## src/rtl/sram_rr_arbiter_1rw.sv

```systemverilog
// Two-requester round-robin arbiter/sequencer for a single-port 1rw SRAM macro.
// Requests are granted combinationally, launched to the macro from registers,
// and answered with a one-cycle response strobe two cycles after acceptance.
module sram_rr_arbiter_1rw #(
  parameter int DATA_WIDTH = 4,
  parameter int ADDR_WIDTH = 5,
  parameter int CNT_WIDTH  = 8
) (
  input  logic                  clk0,
  input  logic                  rst0_n,
  // requester A
  input  logic                  a_req_valid,
  output logic                  a_req_ready,
  input  logic                  a_req_we,
  input  logic [ADDR_WIDTH-1:0] a_req_addr,
  input  logic [DATA_WIDTH-1:0] a_req_wdata,
  output logic                  a_resp_valid,
  output logic [DATA_WIDTH-1:0] a_resp_rdata,
  // requester B
  input  logic                  b_req_valid,
  output logic                  b_req_ready,
  input  logic                  b_req_we,
  input  logic [ADDR_WIDTH-1:0] b_req_addr,
  input  logic [DATA_WIDTH-1:0] b_req_wdata,
  output logic                  b_resp_valid,
  output logic [DATA_WIDTH-1:0] b_resp_rdata,
  // SRAM macro port
  output logic                  mem_csb0,
  output logic                  mem_web0,
  output logic [ADDR_WIDTH-1:0] mem_addr0,
  output logic [DATA_WIDTH-1:0] mem_din0,
  input  logic [DATA_WIDTH-1:0] mem_dout0,
  // statistics
  output logic [CNT_WIDTH-1:0]  conflict_cnt
);

  // Stage 1 = macro command registers, stage 2 = macro access in progress.
  localparam int STAGES = 2;

  typedef struct packed {
    logic port_b;  // 1 = requester B owns this access
    logic we;
  } tag_t;

  logic                  ptr_b_q, ptr_b_d;   // 1 = B favoured on a tie
  logic                  a_gnt, b_gnt, accept;
  logic                  sel_we;
  logic [ADDR_WIDTH-1:0] sel_addr;
  logic [DATA_WIDTH-1:0] sel_wdata;

  logic                  csb_q, web_q;
  logic [ADDR_WIDTH-1:0] addr_q;
  logic [DATA_WIDTH-1:0] din_q;

  logic [STAGES:1]       vld_pipe_q;
  tag_t [STAGES:1]       tag_q;

  logic                  a_rv_q, b_rv_q;
  logic [DATA_WIDTH-1:0] a_rd_q, b_rd_q;
  logic [CNT_WIDTH-1:0]  cnt_q;

  // Grant: a lone requester always wins; on a tie the pointer decides.
  always_comb begin
    a_gnt     = a_req_valid & (~b_req_valid | ~ptr_b_q);
    b_gnt     = b_req_valid & (~a_req_valid |  ptr_b_q);
    accept    = a_gnt | b_gnt;
    sel_we    = a_gnt ? a_req_we    : b_req_we;
    sel_addr  = a_gnt ? a_req_addr  : b_req_addr;
    sel_wdata = a_gnt ? a_req_wdata : b_req_wdata;
    ptr_b_d   = accept ? a_gnt : ptr_b_q;
  end

  // Round-robin pointer: after a grant, favour the requester that lost.
  always_ff @(posedge clk0 or negedge rst0_n) begin
    if (!rst0_n) ptr_b_q <= 1'b0;
    else         ptr_b_q <= ptr_b_d;
  end

  // Stage 1: macro command registers; addr/din hold when idle.
  always_ff @(posedge clk0 or negedge rst0_n) begin
    if (!rst0_n) begin
      csb_q  <= 1'b1;
      web_q  <= 1'b1;
      addr_q <= '0;
      din_q  <= '0;
    end else if (accept) begin
      csb_q  <= 1'b0;
      web_q  <= ~sel_we;
      addr_q <= sel_addr;
      din_q  <= sel_wdata;
    end else begin
      csb_q  <= 1'b1;
      web_q  <= 1'b1;
    end
  end

  // Tag pipeline tracking which requester owns each in-flight access.
  always_ff @(posedge clk0 or negedge rst0_n) begin
    if (!rst0_n) begin
      vld_pipe_q <= '0;
      tag_q      <= '0;
    end else begin
      vld_pipe_q[1] <= accept;
      tag_q[1]      <= '{port_b: b_gnt, we: sel_we};
      vld_pipe_q[2] <= vld_pipe_q[1];
      tag_q[2]      <= tag_q[1];
    end
  end

  // Response: strobe the owner and capture macro read data at the same edge.
  always_ff @(posedge clk0 or negedge rst0_n) begin
    if (!rst0_n) begin
      a_rv_q <= 1'b0;
      b_rv_q <= 1'b0;
      a_rd_q <= '0;
      b_rd_q <= '0;
    end else begin
      a_rv_q <= vld_pipe_q[2] & ~tag_q[2].port_b;
      b_rv_q <= vld_pipe_q[2] &  tag_q[2].port_b;
      if (vld_pipe_q[2] & ~tag_q[2].port_b & ~tag_q[2].we) a_rd_q <= mem_dout0;
      if (vld_pipe_q[2] &  tag_q[2].port_b & ~tag_q[2].we) b_rd_q <= mem_dout0;
    end
  end

  // Saturating count of cycles in which both requesters were valid.
  always_ff @(posedge clk0 or negedge rst0_n) begin
    if (!rst0_n)
      cnt_q <= '0;
    else if (a_req_valid && b_req_valid && (cnt_q != {CNT_WIDTH{1'b1}}))
      cnt_q <= cnt_q + 1'b1;
  end

  assign a_req_ready  = a_gnt;
  assign b_req_ready  = b_gnt;
  assign mem_csb0     = csb_q;
  assign mem_web0     = web_q;
  assign mem_addr0    = addr_q;
  assign mem_din0     = din_q;
  assign a_resp_valid = a_rv_q;
  assign b_resp_valid = b_rv_q;
  assign a_resp_rdata = a_rd_q;
  assign b_resp_rdata = b_rd_q;
  assign conflict_cnt = cnt_q;

endmodule

```

## config.mk

```make
export PLATFORM = sky130hd
export DESIGN_NAME = sram_rr_arbiter_1rw
export DESIGN_NICKNAME = d
export VERILOG_FILES = /design/src/rtl/sram_rr_arbiter_1rw.sv
export SDC_FILE = /design/constraint.sdc
export NUM_CORES = 1
export LEC_CHECK = 0
export CORE_MARGIN = 4
export CORE_UTILIZATION = 46
export DETAILED_ROUTE_END_ITERATION = 10
export GPL_ROUTABILITY_DRIVEN = 0
export GPL_TIMING_DRIVEN = 0
export PLACE_DENSITY = 0.84
export RECOVER_POWER = 100
export SETUP_SLACK_MARGIN = 0.1
export SKIP_CTS_REPAIR_TIMING = 1
export SYNTH_ARGS = -nofsm -noshare
export SYNTH_HDL_FRONTEND = slang
export SYNTH_SLANG_ARGS = --single-unit
```

## constraint.sdc

```tcl
create_clock -name clk0 -period 4.02 [get_ports clk0]
set_input_delay 0.603 -clock clk0 [delete_from_list [all_inputs] [get_ports clk0]]
set_output_delay 0.603 -clock clk0 [all_outputs]
set_load 0.02 [all_outputs]
```

**Yosys cells after proc, flatten, opt, wreduce, memory -nomap -nowiden**

Index checks and enable logic that the tools add are counted.

- Register bits after elaboration: 36
- Output and inout port bits: 31
- Word-level logic and storage cells: 39

- Add/sub/neg operators: 1
- Equal/unequal tests: 1
- Muxes and demuxes: 5
- Bitwise gates (word level): 15
- Reduce and logical (&&, ||, !) cells: 2

Operators with widths:

| operator | count |
|---|---|
| adder 8 x 1 -> 8 bit, second input constant | 1 |
| != test 8 bit, second input constant | 1 |
| AND 1 bit | 6 |
| inverter 1 bit | 6 |
| two-way mux 5 bit | 1 |
| two-way mux 4 bit | 1 |
| two-way mux 1 bit | 3 |
| bitwise OR 1 bit | 3 |
| logical AND 1 bit | 2 |

**Depth between registers and ports, before layout**

- Depth in word-level cells: 6
- Depth in mapped cells: 5

**Least setup slack after synthesis**

No wires, ideal clock.

- Path type: input to output
- Start: input a_req_valid
- End: output a_req_ready
- Data arrival time: 1.193 ns
- Required time: 3.417 ns
- Path slack: 2.224 ns
- Stages: 1
- Buffers on the path: 0
- Path through: a21boi_0

- Cells in the longest elaborated chain, start to end: 1

Ends and longest elaborated chain:

| what | line | source |
|---|---|---|
| start: declaration | 12 | `input logic a_req_valid,` |
| AND 1 bit | 64 | `a_gnt = a_req_valid & (~b_req_valid \| ~ptr_b_q);` |
| end: declaration | 13 | `output logic a_req_ready,` |

No other way between the ends.

**Worst setup path after layout**

- Start: input a_req_valid
- End: output b_req_ready

- Cells in the longest elaborated chain, start to end: 3

Ends and longest elaborated chain:

| what | line | source |
|---|---|---|
| inverter 1 bit | 65 | `b_gnt = b_req_valid & (~a_req_valid \| ptr_b_q);` |
| bitwise OR 1 bit | 65 |  |
| AND 1 bit | 65 |  |
| end: declaration | 21 | `output logic b_req_ready,` |

No other way between the ends.

==> out/qor.csv <==
stage,metric,value,unit
status,status,"finished, violations left",
global_route,grt_max_degree,37,
global_route,grt_remaining_overflow,0,
final_layout,drive_gt1_share,10.4,%
floorplan,rows,20,
logic_synthesis,netlist_area,0.00153,sq mm
sta,fin_ws,0.891,ns
pwr,intPower,710,uW
clock_tree,htreeDepth,2,
sta,drv_slew,37,
pwr,p_sw_share,32.9,%
worst_hold_path,holdCritPathClass,flip-flop to flip-flop,
clock_tree,cts_tree,built,
worst_setup_path,max_stage_delay,0.67,ns
pwr,power.switching,349,uW
clock_tree,clk_pin_slew,0.09,ns
status,violations,"capacitance limit, slew limit",
worst_setup_path,timing.critical_path.cells,dlygate4sd3_1 -> nand2b_1 -> nand2_1 -> clkbuf_1 -> inv_1 -> dlygate4sd3_1,
routing,via_per_inst,5.25,
sta,timing.final.crit_share,77.8,%
sta,final.min_clock_period,3.13,ns
routing,drt_iter0_drc,40,
global_route,grt_pass1_vias,1393,
sta,fmax,320,MHz
flow_run,drv_cap,1,
sta,hold_slack,0.362,ns
placement,port_buffers,58,
routing,wl_per_cell,14.5,microns
logic_synthesis,syn_inst,136,
clock_tree,clk_latency,0.33,ns
logic_synthesis,synth.avg_cell_area,11.2,sq um
floorplan,die_w,65.6,microns
final_layout,layout_common_cells,"34 x dfrtp_1, 33 x dlygate4sd3_1, 24 x clkdlybuf4s50_1, 12 x nor2_1",
worst_setup_path,startpoint_type,input pin,
global_route,antenna_found_initial,0,
sta,finClkSkew,0.0114,ns
global_route,grt_util_all_layers,19.3,%
logic_synthesis,synth_fp_nets,165,
routing,antenna_left,0,
sta,finalSetupViolCount,0,
worst_setup_path,cp_max_fo,10,
worst_setup_path,cp_common_cell,dlygate4sd3_1,
final_layout,final_core_util,71.1,%
placement,place_ws,1.25,ns
final_layout,area_growth_syn_to_layout,44.6,%
final_layout,fill_cells,265,
worst_setup_path,crit_type,input pin to output port,
pwr,ir_worst_vdd,0.000255,V
floorplan,die_area,0.00430,sq mm
logic_synthesis,synth_seq_cells,36,
floorplan,io_pins,59,
routing,dr.pass1.iters,4,
pwr,p_total,1.06,mW
pwr,power.leakage,0.948,nW
clock_tree,ctsLongestPathBuffers,2,
floorplan,chipHeight,65.6,microns
placement,dp_cells,238,
placement,dpl_cell_area,0.00216,sq mm
logic_synthesis,ys.warnings.count,0,
clock_tree,cts_sinks,36,
routing,drc,0,
sta,worst_slew_pin_slew,1.85,ns
worst_setup_path,arrival,2.53,ns
sta,fin_tns_setup,0,ns
final_layout,nets,230,
sta,hold_violations,0,
routing,wl,3.56,mm
pwr,powerDensity,480,mW/mm^2
clock_tree,clock-root-buffer,clkbuf_4,
final_layout,fin_area,0.00221,sq mm
sta,rsz0062_at_grt,no,
pwr,power_frac_seq,45.8,%
placement,place_hpwl,2.74,mm
sta,relSlewSlack,-23.0,%
floorplan,design.core.area,0.00310,sq mm
final_layout,final_common_cell,dfrtp_1,
floorplan,initial_core_util,49.2,%
worst_setup_path,slowest_stage,dlygate4sd3_1,
worst_setup_path,critPathRequiredTime,3.42,ns
logic_synthesis,ys_types,28,
worst_setup_path,cp-end-kind,output port,
final_layout,n_antenna_cell,0,
pwr,combPwrFrac,34.2,%
global_route,grt_pass1_wl,6.30,mm
logic_synthesis,ys_seq_area_share,59.2,%
clock_tree,numCtsBuffers,5,
final_layout,finalNonFillerCells,246,
pwr,clkPwrFrac,19.9,%
routing,via_count,1292,
sequential cells by signal, summed over array words and instances, names as in the netlist:
signal        count
b_resp_rdata      4
ptr_b_q           1
a_resp_valid      1
tag_q             4
mem_din0          4
mem_csb0          1
b_resp_valid      1
vld_pipe_q        2
conflict_cnt      8
mem_addr0         5
mem_web0          1
a_resp_rdata      4
worst max-delay path: cells and delay by family:
| family | cells | cell delay (ns) |
|---|---|---|
| buf+inv | 4 | 1.74 |
| simple gates | 2 | 0.18 |
worst paths after layout:
kind | from | endpoint | slack, ns | cells past startpoint
min reg2reg | tag_q[1]$_DFF_PN0_ | tag_q[3]$_DFF_PN0_ | 0.36 | 0
min in group asynchronous | rst0_n | vld_pipe_q[1]$_DFF_PN0_ | 0.77 | 1
max | a_req_valid | b_req_ready | 0.89 | 6
max in group asynchronous | rst0_n | vld_pipe_q[2]$_DFF_PN0_ | 2.19 | 1
max reg2reg | conflict_cnt[3]$_DFFE_PN0P_ | conflict_cnt[1]$_DFFE_PN0P_ | 2.54 | 4
min | tag_q[1]$_DFF_PN0_ | tag_q[3]$_DFF_PN0_ | 0.36 | 0
kinds of logic after synthesis:
kind of cell             Yosys count  share of synthesized area (%)
buffers and inverters             17                           4.43
adder cells (fa/ha/maj)            1                          0.820
AO/OA/AOI/OAI                     37                           15.0
flip-flops                        36                           59.2
AND/OR/NAND/NOR                   31                           10.7
XOR/XNOR                           3                           1.72
multiplexers                      11                           8.11
cells in the mapped netlist:
cell	number	area share, %
a21boi_0	1	0.49
a21oi_1	11	3.6
a31oi_1	11	4.5
and2_1	1	0.41
and3_2	1	0.49
buf_2	3	0.98
clkbuf_1	2	0.49
clkinv_1	1	0.25
dfrtp_1	34	56
dfstp_2	2	3.4
ha_1	1	0.82
inv_1	11	2.7
mux2_1	1	0.74
mux2_2	10	7.4
nand2_1	6	1.5
nand2b_1	2	0.82
nand3_1	4	1.3
nand3_4	1	1.1
nand3b_1	1	0.49
nor2_1	12	3.0
nor2b_1	2	0.82
nor3b_2	1	0.82
o21a_1	1	0.49
o21ai_0	2	0.66
o21ai_1	1	0.33
o21bai_4	1	1.2
o22ai_1	9	3.7
xnor2_1	3	1.7
per-layer routing:
layer / track usage, % / vias to the layer above / wire (microns)
met4: 6.22 / 0 / 45
li1: - / 611 / -
met3: 7.18 / 7 / 325
met5: 0 / - / 0
met2: 35.8 / 61 / 1840
met1: 20.0 / 613 / 1350
layout make-up:
type	instances	area [sq um]	share of cell area, %
sequential	36	903	40.9
timing repair buffer	58	574	26.0
multi-input combinational	83	539	24.4
clock buffer	8	68.8	3.12
tap	44	55.1	2.49
inverter	12	45.0	2.04
buffer	5	21.3	0.964
power groups by stage:
| stage | combinational (mW) | sequential (mW) | clock [mW] |
|---|---|---|---|
| 2_1_floorplan | 0.115 | 0.572 | 0 |
| 3_3_place_gp | 0.387 | 0.491 | 0 |
| 3_5_place_dp | 0.398 | 0.497 | 0 |
| 6_report | 0.363 | 0.486 | 0.211 |
| 4_1_cts | 0.399 | 0.490 | 0.220 |
| 5_1_grt | 0.393 | 0.502 | 0.239 |
No activity file was read; power rests on OpenSTA's default activity.
